==> src/rtl/sobol_pkg.sv <==
// Shared types for the Sobol index sequencer.
// States, sample bundle and dimension-width helper.
package sobol_pkg;

  typedef enum logic [1:0] {
    IDLE,
    RUN,
    DRAIN
  } state_e;

  localparam int SKIP_DEF  = 1;
  localparam int DIM_MAX_W = 16;

  typedef struct packed {
    logic [31:0]          data;
    logic [31:0]          path;
    logic [DIM_MAX_W-1:0] dim;
    logic                 last;
  } sample_t;

  // M=1 still needs a one-bit dimension field
  function automatic int dim_w(input int m);
    return (m <= 2) ? 1 : $clog2(m);
  endfunction

endpackage

==> src/rtl/sobol_out_slice.sv <==
// Single-entry valid/ready output register.
// A load wins over a same-cycle handshake clear.
module sobol_out_slice
  import sobol_pkg::*;
(
  input  logic    clk,
  input  logic    rst,
  input  logic    load_i,
  input  logic    ready_i,
  input  sample_t d_i,
  output logic    valid_o,
  output sample_t q_o
);

  logic    valid_q;
  sample_t data_q;

  always_ff @(posedge clk) begin
    if (rst) begin
      valid_q <= 1'b0;
      data_q  <= '0;
    end else if (load_i) begin
      valid_q <= 1'b1;
      data_q  <= d_i;
    end else if (ready_i) begin
      valid_q <= 1'b0;
    end
  end

  assign valid_o = valid_q;
  assign q_o     = data_q;

endmodule

==> src/rtl/sobol_index_seq.sv <==
// Raster-order (dim fastest) index sequencer for the Sobol generator.
// Captures generator output into a tagged valid/ready sample stream.
module sobol_index_seq
  import sobol_pkg::*;
#(
  parameter int M     = 50,
  parameter int SKIP  = SKIP_DEF,
  parameter int DIM_W = dim_w(M)
) (
  input  logic             clk,
  input  logic             rst,
  input  logic             start,
  input  logic [31:0]      num_paths,
  output logic             busy,
  output logic             done,
  output logic [31:0]      sob_n,
  output logic [DIM_W-1:0] sob_dim,
  input  logic [31:0]      sob_in,
  output logic             out_valid,
  input  logic             out_ready,
  output logic [31:0]      out_data,
  output logic [31:0]      out_path,
  output logic [DIM_W-1:0] out_dim,
  output logic             out_last
);

  localparam logic [DIM_W-1:0] DIM_LAST = DIM_W'(M - 1);

  state_e           state_q;
  logic [31:0]      path_q;
  logic [DIM_W-1:0] dim_q;
  logic [31:0]      np_q;
  logic             busy_q;
  logic             done_q;

  logic    issue;
  logic    is_last;
  sample_t smp_d;
  sample_t smp_q;
  logic    unused_dim_hi;

  assign issue   = (state_q == RUN) && (!out_valid || out_ready);
  assign is_last = (path_q == np_q - 32'd1) && (dim_q == DIM_LAST);

  always_comb begin
    smp_d      = '0;
    smp_d.data = sob_in;
    smp_d.path = path_q;
    smp_d.dim  = DIM_MAX_W'(dim_q);
    smp_d.last = is_last;
  end

  always_ff @(posedge clk) begin
    if (rst) begin
      state_q <= IDLE;
      path_q  <= '0;
      dim_q   <= '0;
      np_q    <= '0;
      busy_q  <= 1'b0;
      done_q  <= 1'b0;
    end else begin
      done_q <= 1'b0;
      unique case (state_q)
        IDLE: begin
          if (start && num_paths != 32'd0) begin
            np_q    <= num_paths;
            path_q  <= '0;
            dim_q   <= '0;
            busy_q  <= 1'b1;
            state_q <= RUN;
          end else if (start) begin
            done_q <= 1'b1;
          end
        end
        RUN: begin
          // hold counters on the last issue so sob_n never passes the range
          if (issue && is_last) begin
            state_q <= DRAIN;
          end else if (issue && dim_q == DIM_LAST) begin
            dim_q  <= '0;
            path_q <= path_q + 32'd1;
          end else if (issue) begin
            dim_q <= dim_q + DIM_W'(1);
          end
        end
        DRAIN: begin
          if (out_valid && out_ready) begin
            done_q  <= 1'b1;
            busy_q  <= 1'b0;
            state_q <= IDLE;
          end
        end
        default: state_q <= IDLE;
      endcase
    end
  end

  sobol_out_slice u_slice (
    .clk    (clk),
    .rst    (rst),
    .load_i (issue),
    .ready_i(out_ready),
    .d_i    (smp_d),
    .valid_o(out_valid),
    .q_o    (smp_q)
  );

  assign unused_dim_hi = ^smp_q.dim;

  assign sob_n    = path_q + 32'(SKIP);
  assign sob_dim  = dim_q;
  assign busy     = busy_q;
  assign done     = done_q;
  assign out_data = smp_q.data;
  assign out_path = smp_q.path;
  assign out_dim  = smp_q.dim[DIM_W-1:0];
  assign out_last = smp_q.last;

endmodule

==> config.mk <==
export PLATFORM = sky130hd
export DESIGN_NAME = sobol_index_seq
export DESIGN_NICKNAME = d
export VERILOG_FILES = /design/src/rtl/sobol_pkg.sv /design/src/rtl/sobol_out_slice.sv /design/src/rtl/sobol_index_seq.sv
export SDC_FILE = /design/constraint.sdc
export NUM_CORES = 1
export LEC_CHECK = 0
export ABC_AREA = 0
export CAP_MARGIN = 20
export CELL_PAD_IN_SITES_DETAIL_PLACEMENT = 1
export CELL_PAD_IN_SITES_GLOBAL_PLACEMENT = 2
export CORE_MARGIN = 3
export CORE_UTILIZATION = 28
export DETAILED_ROUTE_END_ITERATION = 8
export PLACE_DENSITY = 0.78
export SETUP_SLACK_MARGIN = 0.1
export SLEW_MARGIN = 20
export SYNTH_ARGS = -nofsm -noshare
export SYNTH_HDL_FRONTEND = slang
export SYNTH_SLANG_ARGS = --single-unit
==> constraint.sdc <==
create_clock -name clk -period 4.25 [get_ports clk]
set_clock_uncertainty 0.15 [all_clocks]
set_input_delay 0.6375 -clock clk [delete_from_list [all_inputs] [get_ports clk]]
set_output_delay 0.6375 -clock clk [all_outputs]
set_load 0.02 [all_outputs]
Yosys cells after proc, flatten, opt, wreduce, memory -nomap -nowiden
Cells that the tools add are included.
{"block": "totals", "regBits": 146, "in_bits": 68, "output_inout_bits": 112, "wordCells": 64}
{"block": "op_classes", "n_addsub": 3, "eq_ne": 10, "n_mux": 22, "reduce_logical": 18}
{"cell": "32-bit 2-to-1 mux", "n": 3}
{"cell": "32-bit one-hot mux with 2 select lines", "n": 1}
{"cell": "32-bit by 1-bit adder with 32-bit output, second input constant", "n": 1}
{"cell": "32-bit equality test", "n": 1}
{"cell": "32-bit nonzero test", "n": 1}
{"cell": "32-bit by 1-bit subtractor with 32-bit output, second input constant", "n": 1}
{"cell": "6-bit 2-to-1 mux", "n": 4}
{"cell": "6-bit one-hot mux with 2 select lines", "n": 1}
{"cell": "4-bit AND reduction", "n": 2}
{"cell": "1-bit 2-to-1 mux", "n": 7}
{"cell": "6-bit by 1-bit adder with 6-bit output, second input constant", "n": 1}
{"cell": "6-bit equality test, second input constant", "n": 1}
{"cell": "1-bit logical AND", "n": 6}
{"cell": "2-bit 2-to-1 mux", "n": 3}
{"cell": "2-bit != test, second input constant", "n": 3}
{"cell": "2-bit one-hot mux with 3 select lines", "n": 1}
{"cell": "3-bit AND reduction", "n": 2}
{"cell": "2-bit nonzero test", "n": 3}
{"cell": "2-bit by 1-bit != test with 1-bit output, second input constant", "n": 2}
{"cell": "1-bit one-hot mux with 2 select lines", "n": 2}
{"cell": "3-bit by 2-bit != test with 1-bit output, second input constant", "n": 1}
{"cell": "2-bit by 1-bit equality test with 1-bit output, second input constant", "n": 1}
{"cell": "2-bit equality test, second input constant", "n": 1}
{"cell": "2-bit logical NOT", "n": 1}
{"cell": "other kinds (3)", "n": 3}

Depth between registers and ports, before layout
{"block": "logic_depth", "ltp_word": 7, "ltp_mapped": 14, "depth_no_buf": 11}

By module
A second synthesis with hierarchy kept.
{"block": "hier_totals", "cells_unflattened": 919, "hier_area_um2": 8142.8}
{"mod": "sobol_index_seq", "n_inst": 1, "cells_each": 654, "area_each_um2": 5154.9, "seq_area_each_um2": 1481.4}
{"mod": "sobol_out_slice", "n_inst": 1, "cells_each": 265, "area_each_um2": 2987.9, "seq_area_each_um2": 1641.6}

Least setup slack after synthesis
OpenSTA, ideal clock, no wires.
{"block": "synth_timing", "kind": "register to output", "start": "reg path_q[2]", "end": "out sob_n[31]", "arrival_time_ps": 2830, "required_time_ps": 3462, "slack_ps": 632, "stages_incl_launch_ff": 10, "n_path_buf": 2, "path_cell_list": "dfxtp_1 clkbuf_1 nand3_1 nor4_1 and3_1 clkbuf_1 and2_1 nand3_1 nor3_1 xor2_1"}
{"block": "synth_between", "elab_chain_len": 1}
{"item": "from (decl)", "line_no": "sobol_index_seq.sv:30", "rtl": "logic [31:0] path_q;"}
{"item": "from (signal assigned)", "line_no": "sobol_index_seq.sv:81", "rtl": "path_q <= path_q + 32'd1;"}
{"item": "32-bit by 1-bit adder with 32-bit output", "line_no": "sobol_index_seq.sv:110", "rtl": "assign sob_n = path_q + 32'(SKIP);"}
{"item": "to (decl)", "line_no": "sobol_index_seq.sv:16", "rtl": "output logic [31:0] sob_n,"}
No other way between the ends.

Worst setup path in the final report
{"block": "layout_timing", "start": "reg path_q[12]", "end": "out sob_n[21]"}
The elaborated chain is that of the path after synthesis.

==> metrics <==
sequential cell area 2920 sq um; pwr/cell area 348 nW/um^2; # fillers 3,033; Post-synth EDFFs 0; Syn Nets 1,011; critical path arrival 3200 ps; Worst path top cell family by delay simple AND/OR/NAND/NOR gates; WL/cell 18.4 um; CP Class flop to primary output; Via density 5.02; die area 28,000 sq um; num rows 58; sequential-to-total area share from yosys stat 40.1%; # nets final 1,169; synthesized area 7290 sq um; CP required 3460 ps; Max-slew headroom 44.1%; Yosys top cell by area dfxtp_1; GRT met3 Usage 4.82%; top-count cell post-synth nand2_1; ANT nets after route 0; First DRT Iteration DRCs 449; CTS tree built; met2 usage 30.3%; GR met1 Demand/Resource 24.3%; hold_sp u_slice.q_o[3]; GRT overflow 0; root buf cell clkbuf_16; final setup fails 0; clock buffer count from CTS 17; top_reg_cell synth dfxtp_1; Post-synth top cells 199 x nand2_1, 146 x dfxtp_1, 101 x a21oi_1; H-tree Lvls 4; Placer Congestion 0.819; Leak Pwr 3.68 nW; crit path max-delay cell type clkdlybuf4s50_1; Synth async-reset ratio 0%; io pins 180; Syn-to-layout area delta 38.0%; Worst path max stage delay 660 ps; detailed-route DRC error count 0; cell count after synthesis 939; share of cells above drive strength 1 8.11%; Initial Utilization 28.7%; Multi-input gate area 4070 sq um; via count 7,229; initial antenna violation count 0; post-synthesis cell type count 53; status finished, final reports clean; Avg Inst Size Synth 7.77 sq um; busiest grt layer met2; Slew Viols, Final 0; r2r endpoint path_q[29]; number of port buffers 179; CP Capture Point sob_n[21]; Core Area 25,400 sq um; Worst R2R Path Depth 10; Reg clk slew, reported paths 70 ps; CP endpoint kind primary output; fin crit share 93.9%; Total Routing Usage GR 18.6%; Worst path depth 8; first-pass iteration count of the detailed router 4; deepest clock path buffer count 2; global-route wire length before repair 41.8 mm; CTS Sinks 146; worst skew pair latency 430 ps; FF-to-FF Start np_q[10]; antenna cells 0; maximum fanout along the worst path 6; CP Launch Point path_q[12]; number of global-route vias before repair 7,231; Hold/Removal Path Class flop to flop; Yosys top cell area share 40.1%; critical path startpoint category flop; post-cts hold buffer count 0; RSZ-0062 raised after global routing no; Max Clock Freq 251 MHz; hold path depth 2; Syn. warnings 0; worst-margin pin slew 838 ps; largest net degree at the start of global routing 78; CP bufs+invs 1; Die Y 167 um; CP cell instances and4_1 -> and2_1 -> and3_2 -> and2_1 -> and3_2 -> nand3_1 -> xnor2_1 -> clkdlybuf4s50_1; die width 167 um; Post-Route WL 26.6 mm; Final Power 0.00351 W; Max-cap violations 0; hpwl dp 18.9 mm; Max rail drop VDD 0.000176 V; Reg2Reg Setup Slack 430 ps; Final Hold Fails 0; setup_tns 0 ps; synth top area cells dfxtp_1 40%, nand2_1 10%, xnor2_1 7.0%; flip-flop and latch count after synthesis 146; crit path time final 3990 ps
-- per-stage QoR --
step | setup slack (ps) | util [%] | cell area (sq um) | hold WS (ps) | cells
6_report | 260 | 39.6 | 10100 | 304 | 1440
5_1_grt | 106 | 39.6 | 10100 | 328 | 1440
4_1_cts | 67.8 | 39.5 | 10000 | 308 | 1440
3_5_place_dp | 416 | 37.2 | 9440 | 297 | 1408
3_3_place_gp | 477 | 37.2 | 9440 | 291 | 1408
2_1_floorplan | 632 | - | 7290 | 335 | 939
-- cell usage in the layout (no fill, tap or decap), drive strengths merged, types with 9 or more instances in the layout --
cell and instances:
xor2 16, and3 10, clkdlybuf4s50 169, nand3 43, dfxtp 146, xnor2 58
nand2 199, clkbuf 17, mux2i 35, nor3 22, nor2 60, inv 18
or4 9, nor4 23, o31ai 9, nand4 19, o21ai 27, a21oi 101
buf 32
-- state kept, by name, indices dropped and copies added (netlist names) --
register and flops:
sob_dim 6, path_q 32, state_q 2, u_slice.q_o 71, u_slice.valid_o 1, done 1, np_q 32, busy 1
-- worst min-delay path by stage --
stage	end	slack, ps
global placement	u_slice.q_o[64]	290
detailed placement	u_slice.q_o[69]	300
finish	u_slice.q_o[3]	300
CTS	u_slice.q_o[69]	310
floorplan	np_q[31]	340
global route	u_slice.q_o[3]	330
-- where the power goes --
part | total [W] | switching [W] | leakage (nW) | internal (W)
Sequential | 0.00146 | 0.0000460 | 1.19 | 0.00141
Combinational | 0.000540 | 0.000306 | 2.23 | 0.000234
Clock | 0.00151 | 0.000686 | 0.266 | 0.000823
Total | 0.00351 | 0.00104 | 3.68 | 0.00247
-- metal layers --
| layer | wire, um | share of wire (%) |
|---|---|---|
| met1 | 12000 | 45 |
| met2 | 12600 | 47 |
| met3 | 1510 | 5.7 |
| met4 | 525 | 2.0 |
| met5 | 0 | 0 |
-- layout make-up --
| cell class | count | area share (%) |
|---|---|---|
| timing repair buffer | 210 | 20.3 |
| clock buffer | 17 | 4.23 |
| sequential | 146 | 29.1 |
| clock inverter | 15 | 1.48 |
| tap | 330 | 4.10 |
| inverter | 11 | 0.410 |
| multi-input combinational | 711 | 40.4 |
-- worst register-to-register path: stages (launching register included) --
cell	delay [ps]
dfxtp_1	380
or4_4	580
or3_1	500
or4_1	480
o211a_1	230
o211a_1	220
and2_4	160
a32o_1	240
buf_4	230
or4_1	430
a21oi_1	160
-- logic make-up after synthesis --
kind of cell / Yosys count / share of synthesized area, %
xor+xnor: 74 / 8.89
mux: 35 / 4.80
simple gates: 425 / 27.1
fa+ha+maj: 4 / 0.686
compound gates: 173 / 13.9
buf+inv: 82 / 4.58
flops: 146 / 40.1
-- what timing repair did --
| item | CTS | global route |
|---|---|---|
| setup endpoints to repair | 11 | 13 |
| buffers inserted | 0 | 0 |
| gates resized for setup | 5 | 13 |
Power figures use the tool's default switching activity.
